--- config.mk ---
export PLATFORM = sky130hd
export DESIGN_NAME = mskaes_key_loader
export DESIGN_NICKNAME = d
export VERILOG_FILES = /design/src/rtl/mskaes_key_loader_pkg.sv /design/src/rtl/mskaes_key_loader_word.sv /design/src/rtl/mskaes_key_loader.sv
export SDC_FILE = /design/constraint.sdc
export NUM_CORES = 1
export LEC_CHECK = 0
export ABC_AREA = 1
export BUFFER_PORTS_ARGS = -buffer_cell sky130_fd_sc_hd__clkbuf_2
export CORE_AREA = 2 2 228 230
export CTS_CLUSTER_DIAMETER = 40
export CTS_CLUSTER_SIZE = 8
export DETAILED_ROUTE_END_ITERATION = 8
export DIE_AREA = 0 0 230 232
export HOLD_SLACK_MARGIN = 0.1
export PLACE_DENSITY = 0.53
export SYNTH_ARGS = -nofsm -noshare
export SYNTH_HDL_FRONTEND = slang
export SYNTH_SLANG_ARGS = --single-unit
--- constraint.sdc ---
create_clock -name clk -period 1.7 [get_ports clk]
set_input_delay 0.085 -clock clk [delete_from_list [all_inputs] [get_ports clk]]
set_output_delay 0.085 -clock clk [all_outputs]
set_load 0.02 [all_outputs]
--- src/rtl/mskaes_key_loader_pkg.sv ---
// rtl/mskaes_key_loader_pkg.sv - shared encodings and word-count constants for the masked AES key loader
package mskaes_key_loader_pkg;

  localparam logic [1:0] MODE_128 = 2'd0;
  localparam logic [1:0] MODE_192 = 2'd1;
  localparam logic [1:0] MODE_256 = 2'd2;

  typedef enum logic [1:0] {
    ST_EMPTY = 2'd0,
    ST_LOAD  = 2'd1,
    ST_FULL  = 2'd2
  } state_t;

  localparam logic [3:0] WORDS_128 = 4'd4;
  localparam logic [3:0] WORDS_192 = 4'd6;
  localparam logic [3:0] WORDS_256 = 4'd8;

  // Reserved mode 3 falls through to the AES-128 word count.
  function automatic logic [3:0] target_words(input logic [1:0] m);
    case (m)
      MODE_192: return WORDS_192;
      MODE_256: return WORDS_256;
      default:  return WORDS_128;
    endcase
  endfunction

endpackage

--- src/rtl/mskaes_key_loader_word.sv ---
// rtl/mskaes_key_loader_word.sv - one 32-bit masked key column register, enable-gated with synchronous clear
module mskaes_key_loader_word #(
  parameter int d = 2
) (
  input  logic            clk,
  input  logic            rst,
  input  logic            clr,
  input  logic            en,
  input  logic [32*d-1:0] din,
  output logic [32*d-1:0] q
);

  always_ff @(posedge clk) begin
    if (rst || clr) begin
      q <= '0;
    end else if (en) begin
      q <= din;
    end
  end

endmodule

--- src/rtl/mskaes_key_loader.sv ---
// rtl/mskaes_key_loader.sv - collects masked key columns into a full sh_key; long keys need MSKAES_KEY_LOADER_LONGKEY_EN
module mskaes_key_loader
  import mskaes_key_loader_pkg::*;
#(
  parameter int d = 2
) (
  input  logic             clk,
  input  logic             rst,
  input  logic [1:0]       mode,
  input  logic             in_valid,
  output logic             in_ready,
  input  logic [32*d-1:0]  in_sh_word,
  output logic             key_valid,
  input  logic             key_consume,
  output logic [1:0]       key_mode,
  output logic [256*d-1:0] sh_key
);

  localparam int WW = 32 * d;
`ifdef MSKAES_KEY_LOADER_LONGKEY_EN
  localparam int NWORDS = 8;
`else
  localparam int NWORDS = 4;
`endif

  state_t     state, state_nxt;
  logic [2:0] wcnt, wcnt_nxt;
  logic [1:0] mode_q, mode_eff;
  logic [3:0] tgt;
  logic       xfer, first_xfer;

`ifdef MSKAES_KEY_LOADER_LONGKEY_EN
  assign mode_eff = (mode == 2'd3) ? MODE_128 : mode;
  assign tgt      = target_words((state == ST_EMPTY) ? mode_eff : mode_q);
`else
  logic unused_mode;
  assign unused_mode = ^mode;
  assign mode_eff    = MODE_128;
  assign tgt         = WORDS_128;
`endif

  assign xfer       = in_valid & in_ready;
  assign first_xfer = xfer & (state == ST_EMPTY);

  always_comb begin
    state_nxt = state;
    wcnt_nxt  = wcnt;
    in_ready  = 1'b1;
    case (state)
      ST_EMPTY: begin
        if (in_valid) begin
          wcnt_nxt  = 3'd1;
          state_nxt = (tgt == 4'd1) ? ST_FULL : ST_LOAD;
        end
      end
      ST_LOAD: begin
        // wcnt holds at the last index so it never has to represent 8.
        if (in_valid) begin
          if ({1'b0, wcnt} + 4'd1 >= tgt) begin
            state_nxt = ST_FULL;
          end else begin
            wcnt_nxt = wcnt + 3'd1;
          end
        end
      end
      ST_FULL: begin
        in_ready = 1'b0;
        if (key_consume) begin
          state_nxt = ST_EMPTY;
          wcnt_nxt  = 3'd0;
        end
      end
      default: state_nxt = ST_EMPTY;
    endcase
  end

  always_ff @(posedge clk) begin
    if (rst) begin
      state  <= ST_EMPTY;
      wcnt   <= 3'd0;
      mode_q <= MODE_128;
    end else begin
      state <= state_nxt;
      wcnt  <= wcnt_nxt;
      if (first_xfer) begin
        mode_q <= mode_eff;
      end
    end
  end

  assign key_valid = (state == ST_FULL);
  assign key_mode  = mode_q;

  // The first word of a key clears every other column so short keys leave a zero sharing above.
  for (genvar i = 0; i < NWORDS; i++) begin : g_word
    logic en, clr;
    assign en  = (i == 0) ? first_xfer : (xfer && (state == ST_LOAD) && (wcnt == 3'(i)));
    assign clr = (i != 0) && first_xfer;
    mskaes_key_loader_word #(.d(d)) u_word (
      .clk (clk),
      .rst (rst),
      .clr (clr),
      .en  (en),
      .din (in_sh_word),
      .q   (sh_key[WW*i +: WW])
    );
  end

`ifndef MSKAES_KEY_LOADER_LONGKEY_EN
  assign sh_key[256*d-1:128*d] = '0;
`endif

endmodule

======== Word-level counts from Yosys, hierarchy flattened ========
Cells that the tools add are included.
operators by class
  add/subtract/negate cells ............... 2
  $lt $le $gt $ge ......................... 1
  equal/unequal tests ..................... 10
  multiplexer cells ....................... 11
  bitwise operators ....................... 2
  reduce and logical (&&, ||, !) cells .... 9
operator list
  kind                                                                      number
  3-bit two-way mux                                                         4
  3-bit one-hot mux with 3 select lines                                     1
  2-bit two-way mux                                                         4
  2-bit inequality test (second input constant)                             4
  3-bit by 2-bit == test with 1-bit output (second input constant)          2
  2-bit one-hot mux with 3 select lines                                     1
  5-bit AND reduction                                                       1
  3-bit by 1-bit adder with 4-bit output (second input constant)            1
  4-bit by 3-bit >= comparator with 1-bit output (second input constant)    1
  1-bit logical AND                                                         4
  4-bit AND reduction                                                       1
  3-bit by 1-bit adder with 3-bit output (second input constant)            1
  3-bit by 1-bit == test with 1-bit output (second input constant)          1
  3-bit nonzero test                                                        1
  1-bit bitwise AND                                                         2
  2-bit by 1-bit == test with 1-bit output (second input constant)          1
  2-bit == test (second input constant)                                     1
  2-bit zero test                                                           1
  2-bit by 1-bit inequality test with 1-bit output (second input constant)  1
  1-bit logical OR                                                          1
  1-bit two-way mux                                                         1
storage, ports and cells
  bits in registers ....................... 261
  input port bits ......................... 70
  output and inout port bits .............. 516
  logic and storage cells ................. 41

======== Longest topological paths before layout ========
  word-level depth ........................ 5
  depth in mapped cells ................... 10
  gate-level depth less buffers ........... 10

======== Hierarchy ========
From an unflattened synthesis, not the netlist that was laid out.
unflattened totals
  cells, all modules ...................... 1943
  area, all modules ....................... 13068.8 sq um
modules (own cells, without submodules)
  module                  times used  cells each  area each (sq um)  seq. area each (sq um)
  mskaes_key_loader_word  4           405         2671.3             1281.2
  mskaes_key_loader       1           323         2383.5             100.1

======== Least setup slack after synthesis ========
No wires, ideal clock.
  kind .................................... register to register
  from .................................... register state[0]
  to ...................................... register g_word[1].u_word.q[10]
  library setup time ...................... 0.132 ns
  arrival time ............................ 1.487 ns
  data required time ...................... 1.568 ns
  path slack .............................. 0.081 ns
  stages on the path, launching flop included .. 11
  path buffers ............................ 2
  period minus slack after synthesis ...... 1.619 ns
  cell sequence ........................... dfxtp_1 -> inv_1 -> ha_1 -> inv_1 -> nand3_1 -> inv_2 -> nand3_2 -> buf_4 -> buf_2 -> nand2_1 -> a21oi_1
between the ends
  longest elaborated chain between the ends .. 5
  elaborated cells between the ends (all ways) .. 9
  classes of those cells .................. 2 x eq/ne; 1 x mux; 2 x bitwise; 4 x reduce/logical
RTL lines
  element                                                        RTL line                                               source
  start: declaration                                             mskaes_key_loader.sv:26                                state_t state, state_nxt;
  start signal: assignment                                       mskaes_key_loader.sv:83                                state <= state_nxt;
  2-bit == test (*)                                              n/a
  named net key_valid                                            mskaes_key_loader.sv:13                                output logic key_valid,
  1-bit two-way mux (*)                                          mskaes_key_loader.sv:49                                case (state)
  1-bit bitwise AND (*)                                          mskaes_key_loader.sv:42                                assign xfer = in_valid & in_ready;
  1-bit bitwise AND / 1-bit logical AND (equally long branches)  mskaes_key_loader.sv:43, mskaes_key_loader.sv:97
  1-bit logical OR / 1-bit logical AND (equally long branches)   mskaes_key_loader_word.sv:14, mskaes_key_loader.sv:97
  end signal: assignment                                         mskaes_key_loader_word.sv:17                           q <= din;
  end: declaration                                               mskaes_key_loader_word.sv:10                           output logic [32*d-1:0] q
The timed path passes the listed nets; every way through them passes the cells marked *.
A chain may end at the register's enable or synchronous reset.

======== Worst setup path after layout ========
  from .................................... register state[0]
  to ...................................... register g_word[2].u_word.q[45]
between the ends
  longest elaborated chain between the ends .. 5
  elaborated cells between the ends (all ways) .. 9
  classes of those cells .................. 2 x eq/ne; 1 x mux; 2 x bitwise; 4 x reduce/logical
RTL lines
  element                                                        RTL line
  2-bit == test                                                  mskaes_key_loader.sv:49
  1-bit two-way mux                                              mskaes_key_loader.sv:49
  1-bit bitwise AND                                              mskaes_key_loader.sv:42
  1-bit bitwise AND / 1-bit logical AND (equally long branches)  mskaes_key_loader.sv:43, mskaes_key_loader.sv:97
  1-bit logical OR / 1-bit logical AND (equally long branches)   mskaes_key_loader_word.sv:14, mskaes_key_loader.sv:97
  end signal: assignment                                         mskaes_key_loader_word.sv:17
  end: declaration                                               mskaes_key_loader_word.sv:10
Parallel ways exist; a longest one is shown, timed or not.

==> results_dict.tcl <==
set metrics [dict create \
    yosysSeqAreaShare_pct 45.9 \
    hold_path_class "input port to register" \
    grt_start_max_net_pins 65 \
    path_class "register to register" \
    cts-root-buf "clkbuf_16" \
    synth_area_leaders "dfxtp_1 46%, buf_4 17%, a21oi_1 11%" \
    wl_per_cell_microns 15.8 \
    routed_via_density 3.97 \
    grt_pass1_wl_microns 54800 \
    nNetsFinal 1945 \
    initial_core_util_pct 22.4 \
    synth_area_per_cell_sq_um 7.90 \
    cp.required_ns 2.19 \
    end_kind "register" \
    synth_cell_types 20 \
    worstSkewPairLatency_ns 0.57 \
    die_h_microns 232 \
    power.total_mw 22.4 \
    dr.pass1.iters 4 \
    fin_skew_ns 0.0231 \
    grt_use_total_pct 13.3 \
    rows 83 \
    overflow 0 \
    rsz0062_at_grt "true" \
    place_inst 2410 \
    place_hpwl_microns 26100 \
    min_period_ns 1.62 \
    clock.fmax_mhz 618 \
    num_antenna_cells 0 \
    synth_edf_count 0 \
    arrival_ns 2.11 \
    vias 10200 \
    ir_drop_v 0.000704 \
    slew_violations 0 \
    netlist_area_sq_um 11400 \
    drc_errors 0 \
    grt_pass1_vias 9472 \
    drtAntennaViolNets 0 \
    netlist.area_leader.share_pct 45.9 \
    drt-initial-drc-count 378 \
    drive_gt1_share_pct 26.2 \
    synth_ff_type "dfxtp_1" \
    clock-sinks 261 \
    cp-start-kind "register" \
    cts_tree "done" \
    numCtsBuffers 50 \
    status "complete, no violations" \
    period_share_pct 95.2 \
    placed_area_sq_um 13100 \
    yosysMostFrequentCell "nand2_1" \
    die_area_sq_um 53400 \
    cts_max_level 2 \
    yosys_register_bits 261 \
    cts_max_path_buffers 3 \
    gp_congestion 0.773 \
    setup_viol 0 \
    antenna_found_initial 1 \
    drt_wl_total_microns 40800 \
    ys_top_cells_by_count "338 x nand2_1, 263 x buf_4, 261 x dfxtp_1, 256 x a21oi_1, 77 x inv_1" \
    stdcell_count 2581 \
    syn_inst 1441 \
    yosysTopAreaCell "dfxtp_1" \
    clk_pin_slew_ns 0.05 \
    fin_area_sq_um 15900 \
    critPathMaxFanout 7 \
    dieWidth_microns 230 \
    io_pins 586 \
    fp.coreArea_sq_um 50900 \
    maxCapViolCount 0 \
    async_reset_ff_share_pct 0 \
    port_buffers 325 \
    fin_tns_setup_ns 0 \
    ys_warn_count 0 \
    power-per-cell-area_nw_per_um2 1410 \
    fillers 5412 \
    hold_violations 0 \
    syn_to_final_growth_pct 39.4 \
    p_leak_nw 6.90 \
]
worst max-delay path, cell delays in order, from the launching register on:
cell,delay (ns)
dfxtp_2,0.33
inv_2,0.04
ha_2,0.18
inv_2,0.05
nand3_1,0.07
inv_2,0.14
nand3_4,0.14
inv_8,0.10
buf_12,0.14
clkbuf_16,0.16
nand2_1,0.05
a21oi_1,0.12
metrics by stage:
step,worst slack (ns),util (%),hold WS [ns]
CTS,0.0138,30.4,0.250
floorplan,0.0810,-,0.157
finish,0.0822,31.2,0.286
detailed placement,0.0000777,25.7,0.332
global placement,0.0206,25.7,0.327
global route,-0.0187,31.2,0.265
cell type report:
class / instances / area [sq um] / area share (%)
clock buffers: 70 / 1470 / 9.24
clock inverters: 17 / 231 / 1.46
inverters: 80 / 320 / 2.02
multi-input cells: 1011 / 4460 / 28.1
flip-flops and latches: 261 / 5230 / 32.9
well taps: 680 / 851 / 5.36
repair buffers: 462 / 3320 / 20.9
sequential cells by signal, summed over array words and instances, names as in the netlist:
register	cells
g_word.u_word.q	256
wcnt	3
state	2
layout by cell type (no fill, tap or decap), types with 33 or more instances in the layout:
cell	instances
dlygate4sd3_1	67
dfxtp_1	259
nand3_1	67
conb_1	258
clkbuf_2	325
nand2_1	336
a21oi_1	253
o21ai_0	62
inv_1	73
buf_4	33
clkbuf_16	59
per-layer routing:
layer  wire (microns)  up-vias  global-route usage, %  share of wire [%]
met5                0        -                      0                  0
li1                 -     4958                      -                  -
met4             1170        0                   5.32                2.9
met2            20100      436                   23.2                 49
met1            16500     4777                   14.9                 40
met3             3090       78                   4.43                7.6
final timing paths:
kind	startpoint	endpoint	slack [ns]	cells past startpoint
hold reg to reg	g_word[0].u_word.q[21]	g_word[0].u_word.q[21]	0.44	2
setup / recovery	state[0]	g_word[2].u_word.q[45]	0.08	11
hold / removal	rst	wcnt[2]	0.29	3
setup reg to reg	state[0]	g_word[2].u_word.q[45]	0.08	11
cells by family (layout without fill, tap and decap cells):
| family | Yosys count | in the layout | synth area share (%) |
|---|---|---|---|
| buf+inv | 426 | 629 | 24.2 |
| simple gates | 423 | 423 | 14.8 |
| compound gates | 321 | 321 | 14.1 |
| flops | 261 | 261 | 45.9 |
| fa+ha+maj | 9 | 9 | 0.989 |
| other cells | 1 | 258 | 0.0329 |
power by group:
part           switching [mW]  total, mW  internal, mW
clock                    3.26       9.83          6.57
sequential              0.319       7.05          6.73
combinational            3.79       5.54          1.75
total                    7.36       22.4          15.0
what timing repair did:
item,CTS,global route
gates resized for setup,1,33
gates cloned,1,11
endpoints found under the setup margin,5,186
setup buffers,0,5
pin swaps,0,3
endpoints found under the hold margin,261,0
hold buffers,67,0
Note: power is estimated with default switching activity, not from simulation.
